===== config.mk =====
export PLATFORM = sky130hd
export DESIGN_NAME = npu_layer_seq_flat
export DESIGN_NICKNAME = d
export VERILOG_FILES = /design/src/rtl/npu_layer_seq_if.sv /design/src/rtl/npu_layer_seq.sv /design/src/flat_wrapper.sv
export SDC_FILE = /design/constraint.sdc
export NUM_CORES = 1
export LEC_CHECK = 0
export CORE_MARGIN = 5
export CORE_UTILIZATION = 40
export DETAILED_ROUTE_END_ITERATION = 12
export GPL_TIMING_DRIVEN = 0
export PLACE_DENSITY = 0.68
export SLEW_MARGIN = 40
export SYNTH_ARGS = -nofsm -noshare
export SYNTH_HDL_FRONTEND = slang
export SYNTH_SLANG_ARGS = --single-unit

===== constraint.sdc =====
create_clock -name clk -period 3.1 [get_ports clk]
set_input_delay 0.62 -clock clk [delete_from_list [all_inputs] [get_ports clk]]
set_output_delay 0.62 -clock clk [all_outputs]
set_load 0.005 [all_outputs]

===== src/rtl/npu_layer_seq_if.sv =====
// Sequencer-to-array/back-end bus: per-layer start pulses, held layer
// configuration, layer completion inputs and the SA psum/valid fabric.
interface npu_layer_seq_if #(
    parameter int SA_COLS    = 16,
    parameter int DATA_WIDTH = 8
);
    logic                          sa_start_o;
    logic                          fc_start_o;
    logic [1:0]                    nth_conv_o;
    logic [4:0]                    ofmap_size_o;
    logic [5:0]                    ifmap_ch_o;
    logic [6:0]                    in_node_num_o;
    logic [6:0]                    out_node_num_o;
    logic                          conv_done_i;
    logic                          fc_done_i;
    logic [SA_COLS*DATA_WIDTH-1:0] psum_i;
    logic [SA_COLS-1:0]            pvalid_i;
    logic [SA_COLS*DATA_WIDTH-1:0] psum_o;
    logic [SA_COLS-1:0]            pvalid_o;

    // Sequencer side
    modport master (
        output sa_start_o, fc_start_o,
        output nth_conv_o, ofmap_size_o, ifmap_ch_o, in_node_num_o, out_node_num_o,
        output psum_o, pvalid_o,
        input  conv_done_i, fc_done_i, psum_i, pvalid_i
    );

    // Array / back-end side
    modport slave (
        input  sa_start_o, fc_start_o,
        input  nth_conv_o, ofmap_size_o, ifmap_ch_o, in_node_num_o, out_node_num_o,
        input  psum_o, pvalid_o,
        output conv_done_i, fc_done_i, psum_i, pvalid_i
    );
endinterface


===== src/rtl/npu_layer_seq.sv =====
// Layer sequencer: walks a host-programmed table of CONV/FC layers, issues
// one start pulse per layer with held configuration, waits for the matching
// completion, and registers the SA psum bus with valids gated to CONV runs.
//
// state    | meaning
// ---------+-----------------------------------------------------------
// IDLE     | waiting for start_i; table writable
// LOAD     | copy table[idx] to config outputs, decode mode
// RUN_CONV | CONV layer running; sa_start_o on first cycle; wait conv_done_i
// RUN_FC   | FC layer running; fc_start_o on first cycle; wait fc_done_i
// NEXT     | last layer -> DONE, else advance idx -> LOAD
// DONE     | done_o for one cycle
module npu_layer_seq #(
    parameter int NUM_LAYERS = 8,
    parameter int SA_COLS    = 16,
    parameter int DATA_WIDTH = 8,
    parameter int IDX_W      = $clog2(NUM_LAYERS)
) (
    input  logic               clk,
    input  logic               rst_n,
    input  logic               cfg_we,
    input  logic [IDX_W-1:0]   cfg_idx,
    input  logic [1:0]         cfg_mode,
    input  logic [1:0]         cfg_conv_id,
    input  logic [4:0]         cfg_ofmap_size,
    input  logic [5:0]         cfg_ifmap_ch,
    input  logic [6:0]         cfg_in_node,
    input  logic [6:0]         cfg_out_node,
    input  logic [IDX_W:0]     num_layers_i,
    input  logic               start_i,
    input  logic               abort_i,
    npu_layer_seq_if.master    sa_bus,
    output logic               busy_o,
    output logic               done_o,
    output logic [IDX_W-1:0]   layer_idx_o,
    output logic               err_o
);

    localparam logic [IDX_W:0] MAX_LAYERS = (IDX_W+1)'(NUM_LAYERS);
    localparam logic [1:0]     MODE_CONV  = 2'd1;
    localparam logic [1:0]     MODE_FC    = 2'd2;

    typedef enum logic [2:0] {
        S_IDLE,
        S_LOAD,
        S_RUN_CONV,
        S_RUN_FC,
        S_NEXT,
        S_DONE
    } state_t;

    state_t state_q, state_d;

    logic [1:0] tbl_mode     [NUM_LAYERS];
    logic [1:0] tbl_conv_id  [NUM_LAYERS];
    logic [4:0] tbl_ofmap    [NUM_LAYERS];
    logic [5:0] tbl_ifmap_ch [NUM_LAYERS];
    logic [6:0] tbl_in_node  [NUM_LAYERS];
    logic [6:0] tbl_out_node [NUM_LAYERS];

    logic [IDX_W-1:0] idx_q;
    logic [IDX_W:0]   num_q;
    logic             first_q, first_d;
    logic             err_q;

    logic [1:0] nth_conv_q;
    logic [4:0] ofmap_q;
    logic [5:0] ifmap_ch_q;
    logic [6:0] in_node_q;
    logic [6:0] out_node_q;

    logic run_start, bad_start, bad_mode, load_cfg, idx_inc;
    logic num_ok, last_layer;

    assign num_ok     = (num_layers_i != '0) && (num_layers_i <= MAX_LAYERS);
    assign last_layer = ({1'b0, idx_q} == (num_q - (IDX_W+1)'(1)));

    // Host table writes, locked out while a sequence is in flight
    always_ff @(posedge clk or negedge rst_n) begin
        if (!rst_n) begin
            for (int i = 0; i < NUM_LAYERS; i++) begin
                tbl_mode[i]     <= '0;
                tbl_conv_id[i]  <= '0;
                tbl_ofmap[i]    <= '0;
                tbl_ifmap_ch[i] <= '0;
                tbl_in_node[i]  <= '0;
                tbl_out_node[i] <= '0;
            end
        end else if (cfg_we && (state_q == S_IDLE)) begin
            tbl_mode[cfg_idx]     <= cfg_mode;
            tbl_conv_id[cfg_idx]  <= cfg_conv_id;
            tbl_ofmap[cfg_idx]    <= cfg_ofmap_size;
            tbl_ifmap_ch[cfg_idx] <= cfg_ifmap_ch;
            tbl_in_node[cfg_idx]  <= cfg_in_node;
            tbl_out_node[cfg_idx] <= cfg_out_node;
        end
    end

    // State register
    always_ff @(posedge clk or negedge rst_n) begin
        if (!rst_n) begin
            state_q <= S_IDLE;
            first_q <= 1'b0;
        end else begin
            state_q <= state_d;
            first_q <= first_d;
        end
    end

    // Next-state decode; abort overrides everything, including start and done inputs
    always_comb begin
        state_d   = state_q;
        first_d   = 1'b0;
        run_start = 1'b0;
        bad_start = 1'b0;
        bad_mode  = 1'b0;
        load_cfg  = 1'b0;
        idx_inc   = 1'b0;
        if (abort_i) begin
            state_d = S_IDLE;
        end else begin
            case (state_q)
                S_IDLE: begin
                    if (start_i) begin
                        if (num_ok) begin
                            state_d   = S_LOAD;
                            run_start = 1'b1;
                        end else begin
                            bad_start = 1'b1;
                        end
                    end
                end
                S_LOAD: begin
                    load_cfg = 1'b1;
                    if (tbl_mode[idx_q] == MODE_CONV) begin
                        state_d = S_RUN_CONV;
                        first_d = 1'b1;
                    end else if (tbl_mode[idx_q] == MODE_FC) begin
                        state_d = S_RUN_FC;
                        first_d = 1'b1;
                    end else begin
                        state_d  = S_IDLE;
                        bad_mode = 1'b1;
                    end
                end
                S_RUN_CONV: if (sa_bus.conv_done_i) state_d = S_NEXT;
                S_RUN_FC:   if (sa_bus.fc_done_i)   state_d = S_NEXT;
                S_NEXT: begin
                    if (last_layer) begin
                        state_d = S_DONE;
                    end else begin
                        state_d = S_LOAD;
                        idx_inc = 1'b1;
                    end
                end
                S_DONE:  state_d = S_IDLE;
                default: state_d = S_IDLE;
            endcase
        end
    end

    // Moore outputs; start pulses only on the first cycle of a RUN state
    always_comb begin
        busy_o            = (state_q != S_IDLE);
        done_o            = (state_q == S_DONE);
        sa_bus.sa_start_o = (state_q == S_RUN_CONV) && first_q;
        sa_bus.fc_start_o = (state_q == S_RUN_FC)   && first_q;
    end

    // Sequence bookkeeping: layer index, latched layer count, sticky error
    always_ff @(posedge clk or negedge rst_n) begin
        if (!rst_n) begin
            idx_q <= '0;
            num_q <= '0;
            err_q <= 1'b0;
        end else begin
            if (run_start) begin
                idx_q <= '0;
                num_q <= num_layers_i;
            end else if (idx_inc) begin
                idx_q <= idx_q + IDX_W'(1);
            end
            if (run_start) begin
                err_q <= 1'b0;
            end else if (bad_start || bad_mode) begin
                err_q <= 1'b1;
            end
        end
    end

    // Layer configuration, held from LOAD until the next LOAD
    always_ff @(posedge clk or negedge rst_n) begin
        if (!rst_n) begin
            nth_conv_q <= '0;
            ofmap_q    <= '0;
            ifmap_ch_q <= '0;
            in_node_q  <= '0;
            out_node_q <= '0;
        end else if (load_cfg) begin
            nth_conv_q <= tbl_conv_id[idx_q];
            ofmap_q    <= tbl_ofmap[idx_q];
            ifmap_ch_q <= tbl_ifmap_ch[idx_q];
            in_node_q  <= tbl_in_node[idx_q];
            out_node_q <= tbl_out_node[idx_q];
        end
    end

    // Psum fabric: straight register, valids only pass while a CONV layer runs
    always_ff @(posedge clk or negedge rst_n) begin
        if (!rst_n) begin
            sa_bus.psum_o   <= '0;
            sa_bus.pvalid_o <= '0;
        end else begin
            sa_bus.psum_o   <= sa_bus.psum_i;
            sa_bus.pvalid_o <= (state_q == S_RUN_CONV) ? sa_bus.pvalid_i : '0;
        end
    end

    assign sa_bus.nth_conv_o     = nth_conv_q;
    assign sa_bus.ofmap_size_o   = ofmap_q;
    assign sa_bus.ifmap_ch_o     = ifmap_ch_q;
    assign sa_bus.in_node_num_o  = in_node_q;
    assign sa_bus.out_node_num_o = out_node_q;
    assign layer_idx_o           = idx_q;
    assign err_o                 = err_q;

endmodule


===== src/flat_wrapper.sv =====
// flat-port wrapper written by rule: the top's interface ports become plain ports
module npu_layer_seq_flat 
#(
    parameter int NUM_LAYERS = 8,
    parameter int SA_COLS    = 16,
    parameter int DATA_WIDTH = 8,
    parameter int IDX_W      = $clog2(NUM_LAYERS)
)
  (clk, rst_n, cfg_we, cfg_idx, cfg_mode, cfg_conv_id, cfg_ofmap_size, cfg_ifmap_ch, cfg_in_node, cfg_out_node, num_layers_i, start_i, abort_i, busy_o, done_o, layer_idx_o, err_o, sa_bus_sa_start_o, sa_bus_fc_start_o, sa_bus_nth_conv_o, sa_bus_ofmap_size_o, sa_bus_ifmap_ch_o, sa_bus_in_node_num_o, sa_bus_out_node_num_o, sa_bus_psum_o, sa_bus_pvalid_o, sa_bus_conv_done_i, sa_bus_fc_done_i, sa_bus_psum_i, sa_bus_pvalid_i);
  npu_layer_seq_if #(.SA_COLS(SA_COLS), .DATA_WIDTH(DATA_WIDTH)) sa_bus_i ();
  input  logic clk;
  input  logic rst_n;
  input  logic cfg_we;
  input  logic [IDX_W-1:0] cfg_idx;
  input  logic [1:0] cfg_mode;
  input  logic [1:0] cfg_conv_id;
  input  logic [4:0] cfg_ofmap_size;
  input  logic [5:0] cfg_ifmap_ch;
  input  logic [6:0] cfg_in_node;
  input  logic [6:0] cfg_out_node;
  input  logic [IDX_W:0] num_layers_i;
  input  logic start_i;
  input  logic abort_i;
  output logic busy_o;
  output logic done_o;
  output logic [IDX_W-1:0] layer_idx_o;
  output logic err_o;
  output wire logic [$bits(sa_bus_i.sa_start_o)-1:0] sa_bus_sa_start_o;
  output wire logic [$bits(sa_bus_i.fc_start_o)-1:0] sa_bus_fc_start_o;
  output wire logic [$bits(sa_bus_i.nth_conv_o)-1:0] sa_bus_nth_conv_o;
  output wire logic [$bits(sa_bus_i.ofmap_size_o)-1:0] sa_bus_ofmap_size_o;
  output wire logic [$bits(sa_bus_i.ifmap_ch_o)-1:0] sa_bus_ifmap_ch_o;
  output wire logic [$bits(sa_bus_i.in_node_num_o)-1:0] sa_bus_in_node_num_o;
  output wire logic [$bits(sa_bus_i.out_node_num_o)-1:0] sa_bus_out_node_num_o;
  output wire logic [$bits(sa_bus_i.psum_o)-1:0] sa_bus_psum_o;
  output wire logic [$bits(sa_bus_i.pvalid_o)-1:0] sa_bus_pvalid_o;
  input wire logic [$bits(sa_bus_i.conv_done_i)-1:0] sa_bus_conv_done_i;
  input wire logic [$bits(sa_bus_i.fc_done_i)-1:0] sa_bus_fc_done_i;
  input wire logic [$bits(sa_bus_i.psum_i)-1:0] sa_bus_psum_i;
  input wire logic [$bits(sa_bus_i.pvalid_i)-1:0] sa_bus_pvalid_i;
  assign sa_bus_sa_start_o = sa_bus_i.sa_start_o;
  assign sa_bus_fc_start_o = sa_bus_i.fc_start_o;
  assign sa_bus_nth_conv_o = sa_bus_i.nth_conv_o;
  assign sa_bus_ofmap_size_o = sa_bus_i.ofmap_size_o;
  assign sa_bus_ifmap_ch_o = sa_bus_i.ifmap_ch_o;
  assign sa_bus_in_node_num_o = sa_bus_i.in_node_num_o;
  assign sa_bus_out_node_num_o = sa_bus_i.out_node_num_o;
  assign sa_bus_psum_o = sa_bus_i.psum_o;
  assign sa_bus_pvalid_o = sa_bus_i.pvalid_o;
  assign sa_bus_i.conv_done_i = sa_bus_conv_done_i;
  assign sa_bus_i.fc_done_i = sa_bus_fc_done_i;
  assign sa_bus_i.psum_i = sa_bus_psum_i;
  assign sa_bus_i.pvalid_i = sa_bus_pvalid_i;
  npu_layer_seq #(.NUM_LAYERS(NUM_LAYERS), .SA_COLS(SA_COLS), .DATA_WIDTH(DATA_WIDTH), .IDX_W(IDX_W)) u_core (.clk(clk), .rst_n(rst_n), .cfg_we(cfg_we), .cfg_idx(cfg_idx), .cfg_mode(cfg_mode), .cfg_conv_id(cfg_conv_id), .cfg_ofmap_size(cfg_ofmap_size), .cfg_ifmap_ch(cfg_ifmap_ch), .cfg_in_node(cfg_in_node), .cfg_out_node(cfg_out_node), .num_layers_i(num_layers_i), .start_i(start_i), .abort_i(abort_i), .sa_bus(sa_bus_i), .busy_o(busy_o), .done_o(done_o), .layer_idx_o(layer_idx_o), .err_o(err_o));
endmodule

==> metrics.cfg <==
[outcome]
status = finished, final reports clean

[hold_path]
hold_path.class = reg -> reg

[floorplan]
dieArea_um2 = 43400
num_rows = 72
ios = 366
die_h_um = 208
core-area_um2 = 38700
die_w_um = 208
start_util_pct = 40.6

[critical_path]
crit_slowest_cell = clkbuf_1
cpMostUsedCell = buf_2
critical_path_buf_inv_count = 3
required_ns = 3.54
cp_max_fo = 10
cp-end-kind = register
cp-start-kind = register
r2r_slack_ns = 0.22
cp.arrival_ns = 3.32
slowest_delay_ns = 0.41
critPathTopFamily = buffers and inverters
worstPathCellList = clkbuf_1, buf_2, buf_2, mux4_2, mux2_2, ha_1, a21oi_1, a21boi_0
critical_path_class = reg -> reg

[yosys]
yosysWarnings = 0
yosys.area.top_type = dfrtp_1
synth_top_area_share_pct = 66.0
synth_area_leaders = dfrtp_1, mux2_2, mux4_2
syn_area_um2 = 15700
synth_top_family_by_area = multiplexers
async_reset_ff_share_pct = 100
synth_compound_area_share_pct = 1.51
synth_nets = 1117
synth_xor_area_share_pct = 0.310
synth_edf_count = 0
synthSimpleGateAreaFrac_pct = 2.75
ys_seq_area_share_pct = 66.0
synth_cell_types = 41
ys_ff_latch = 415
synthCells = 927
avgSynthCellArea_um2 = 17.0
muxShareOfSynthArea_pct = 27.2
synth_fa_ha_area_share_pct = 0.239
ys.flop_type = dfrtp_1

[pwr]
vdd_ir_drop_max_mv = 0.492
power.density_nw_per_um2 = 716
p_leak_nw = 8.99

[cells_and_area]
stdcell_area_um2 = 21600
fillers = 3132
area_growth_syn_to_layout_pct = 37.5
layout_commonest_cell = dfrtp_1
final_cell_mix = dfrtp_1, clkdlybuf4s50_1, mux2_2, mux4_2, mux2_1
final_nets = 1536
drive_gt1_share_pct = 26.1

[drt]
ant_nets = 0
drcViolationCount = 0
dr.pass1.iters = 4
vias = 9449
post_drt_via_cell_ratio = 4.98
first_iter_violations = 374
wl_per_cell_um = 21.7
wl_mm = 41.2

[grt]
grt_max_degree = 76
grt.busiest_layer = met2
met2_usage_pct = 31.4
antenna_found_initial = 5
use_met1_pct = 24.1
grt_pass1_vias = 10400
grtUsageTotal_pct = 19.1
grt_pass1_wl_mm = 63.9
use_met3_pct = 6.43
grt_overflow = 0

[clocking]
cts_tree = done
cts_buffers = 45
cts_post_setup_buffers_inserted = 0
htree_num_levels = 2
clockBufferDepth = 3
path_clk_slew_ns = 0.06
worstSkewPairLatency_ns = 0.56
clock-root-buffer = clkbuf_16
cts.sinks = 415

[sta]
clock.fmax_mhz = 347
rsz0062_at_grt = false
skew_ns = 0.00763
setup_slack_ns = 0.220
worstMarginPinSlew_ns = 0.833
slew_viol_final = 0
relSlewSlack_pct = 44.5
hold_violations = 0
finalCritPeriodShare_pct = 92.9
min_period_ns = 2.88
setup_viol = 0

[run]
drv_cap = 0

[placed_design]
placed_area_um2 = 20200
gp_congestion = 0.755
io_buffers = 365
dp_hpwl_mm = 29.1
place_ws_ns = -0.289

==> final timing paths <==
kind	start	end	depth (start not counted)
setup / recovery	u_core.layer_idx_o[1]	u_core.err_o	8
max in group asynchronous	rst_n	u_core.tbl_ifmap_ch[39]	4
setup reg to reg	u_core.layer_idx_o[1]	u_core.err_o	8
hold / removal	u_core.tbl_out_node[25]	u_core.tbl_out_node[25]	1
hold reg to reg	u_core.tbl_out_node[25]	u_core.tbl_out_node[25]	1
min in group asynchronous	rst_n	u_core.sa_bus.pvalid_o[14]	2
==> kinds of logic (layout without fill, tap and decap cells) <==
group                      Yosys count  in the layout
and+or+nand+nor                     81             81
adders and majority gates            3              3
AOI/OAI and AO/OA                   42             42
muxes                              326            326
other                                0              2
buffers and inverters               56            508
DFF                                415            415
xor gates and xnor gates             4              4
==> flip-flops by register name, indices dropped and copies added, names as in the netlist, 16 cells and up <==
| register | count |
|---|---|
| u_core.sa_bus.psum_o | 128 |
| u_core.tbl_in_node | 56 |
| u_core.tbl_out_node | 56 |
| u_core.tbl_ifmap_ch | 48 |
| u_core.tbl_ofmap | 40 |
| u_core.sa_bus.pvalid_o | 16 |
| u_core.tbl_conv_id | 16 |
| u_core.tbl_mode | 16 |
==> area by class of cell <==
| class | count | area [µm²] | area share [%] |
|---|---|---|---|
| diodes | 2 | 5.00 | 0.0231 |
| repair buffers | 372 | 3830 | 17.7 |
| inverters | 5 | 18.8 | 0.0868 |
| clock inverters | 16 | 146 | 0.677 |
| flip-flops and latches | 415 | 10400 | 48.0 |
| plain buffers | 51 | 287 | 1.32 |
| well taps | 518 | 648 | 3.00 |
| clock buffers | 64 | 1260 | 5.81 |
| multi-input cells | 456 | 5040 | 23.3 |
==> per-stage QoR <==
stage	hold slack (ns)	std cells	total power, W	setup TNS, ns	utilization (%)
finish	0.483	1899	0.0155	0	55.8
global route	0.455	1897	0.0163	0	55.8
CTS	0.452	1897	0.0157	0	55.8
detailed placement	0.470	1816	0.0105	-5.23	52.2
global placement	0.464	1810	0.0104	-6873.45	51.7
floorplan	0.324	927	0.00900	0	-
==> per-layer routing <==
metal  wire length (µm)  part of all wire [%]
met5                 40                 0.097
met4               1190                   2.9
met3               3160                   7.7
met2              20200                    49
met1              16600                    40
==> cell usage after synthesis, types with 3 or more instances <==
master / count
buf_1: 4
mux4_2: 58
a21oi_1: 32
mux2_2: 186
buf_4: 7
buf_2: 21
clkbuf_1: 14
buf_6: 5
mux2i_1: 31
and2_1: 18
dfrtp_1: 415
inv_1: 5
ha_1: 3
nand2_1: 9
mux2_1: 51
xor2_1: 3
nor2_1: 32
or3_1: 3
nand3_1: 3
==> timing repair <==
action                     in CTS  in global routing
setup endpoints to repair       0                  1
hold buffers                    1                  0
hold endpoints to repair       30                  0
resized for setup               0                  3
==> where the power goes <==
part	switching (W)	leakage [nW]	internal, W
Clock	0.00209	0.690	0.00299
Combinational	0.00110	3.35	0.00202
Sequential	0.000596	4.95	0.00668
Total	0.00379	8.99	0.0117
==> worst register-to-register path, cell delays in order (launching register included) <==
cell      delay (ns)
dfrtp_1         0.39
clkbuf_1        0.41
buf_2           0.40
buf_2           0.38
mux4_2          0.35
mux2_2          0.28
ha_1            0.32
a21oi_1         0.14
a21boi_0        0.10
(Power assumes the default switching activity.)
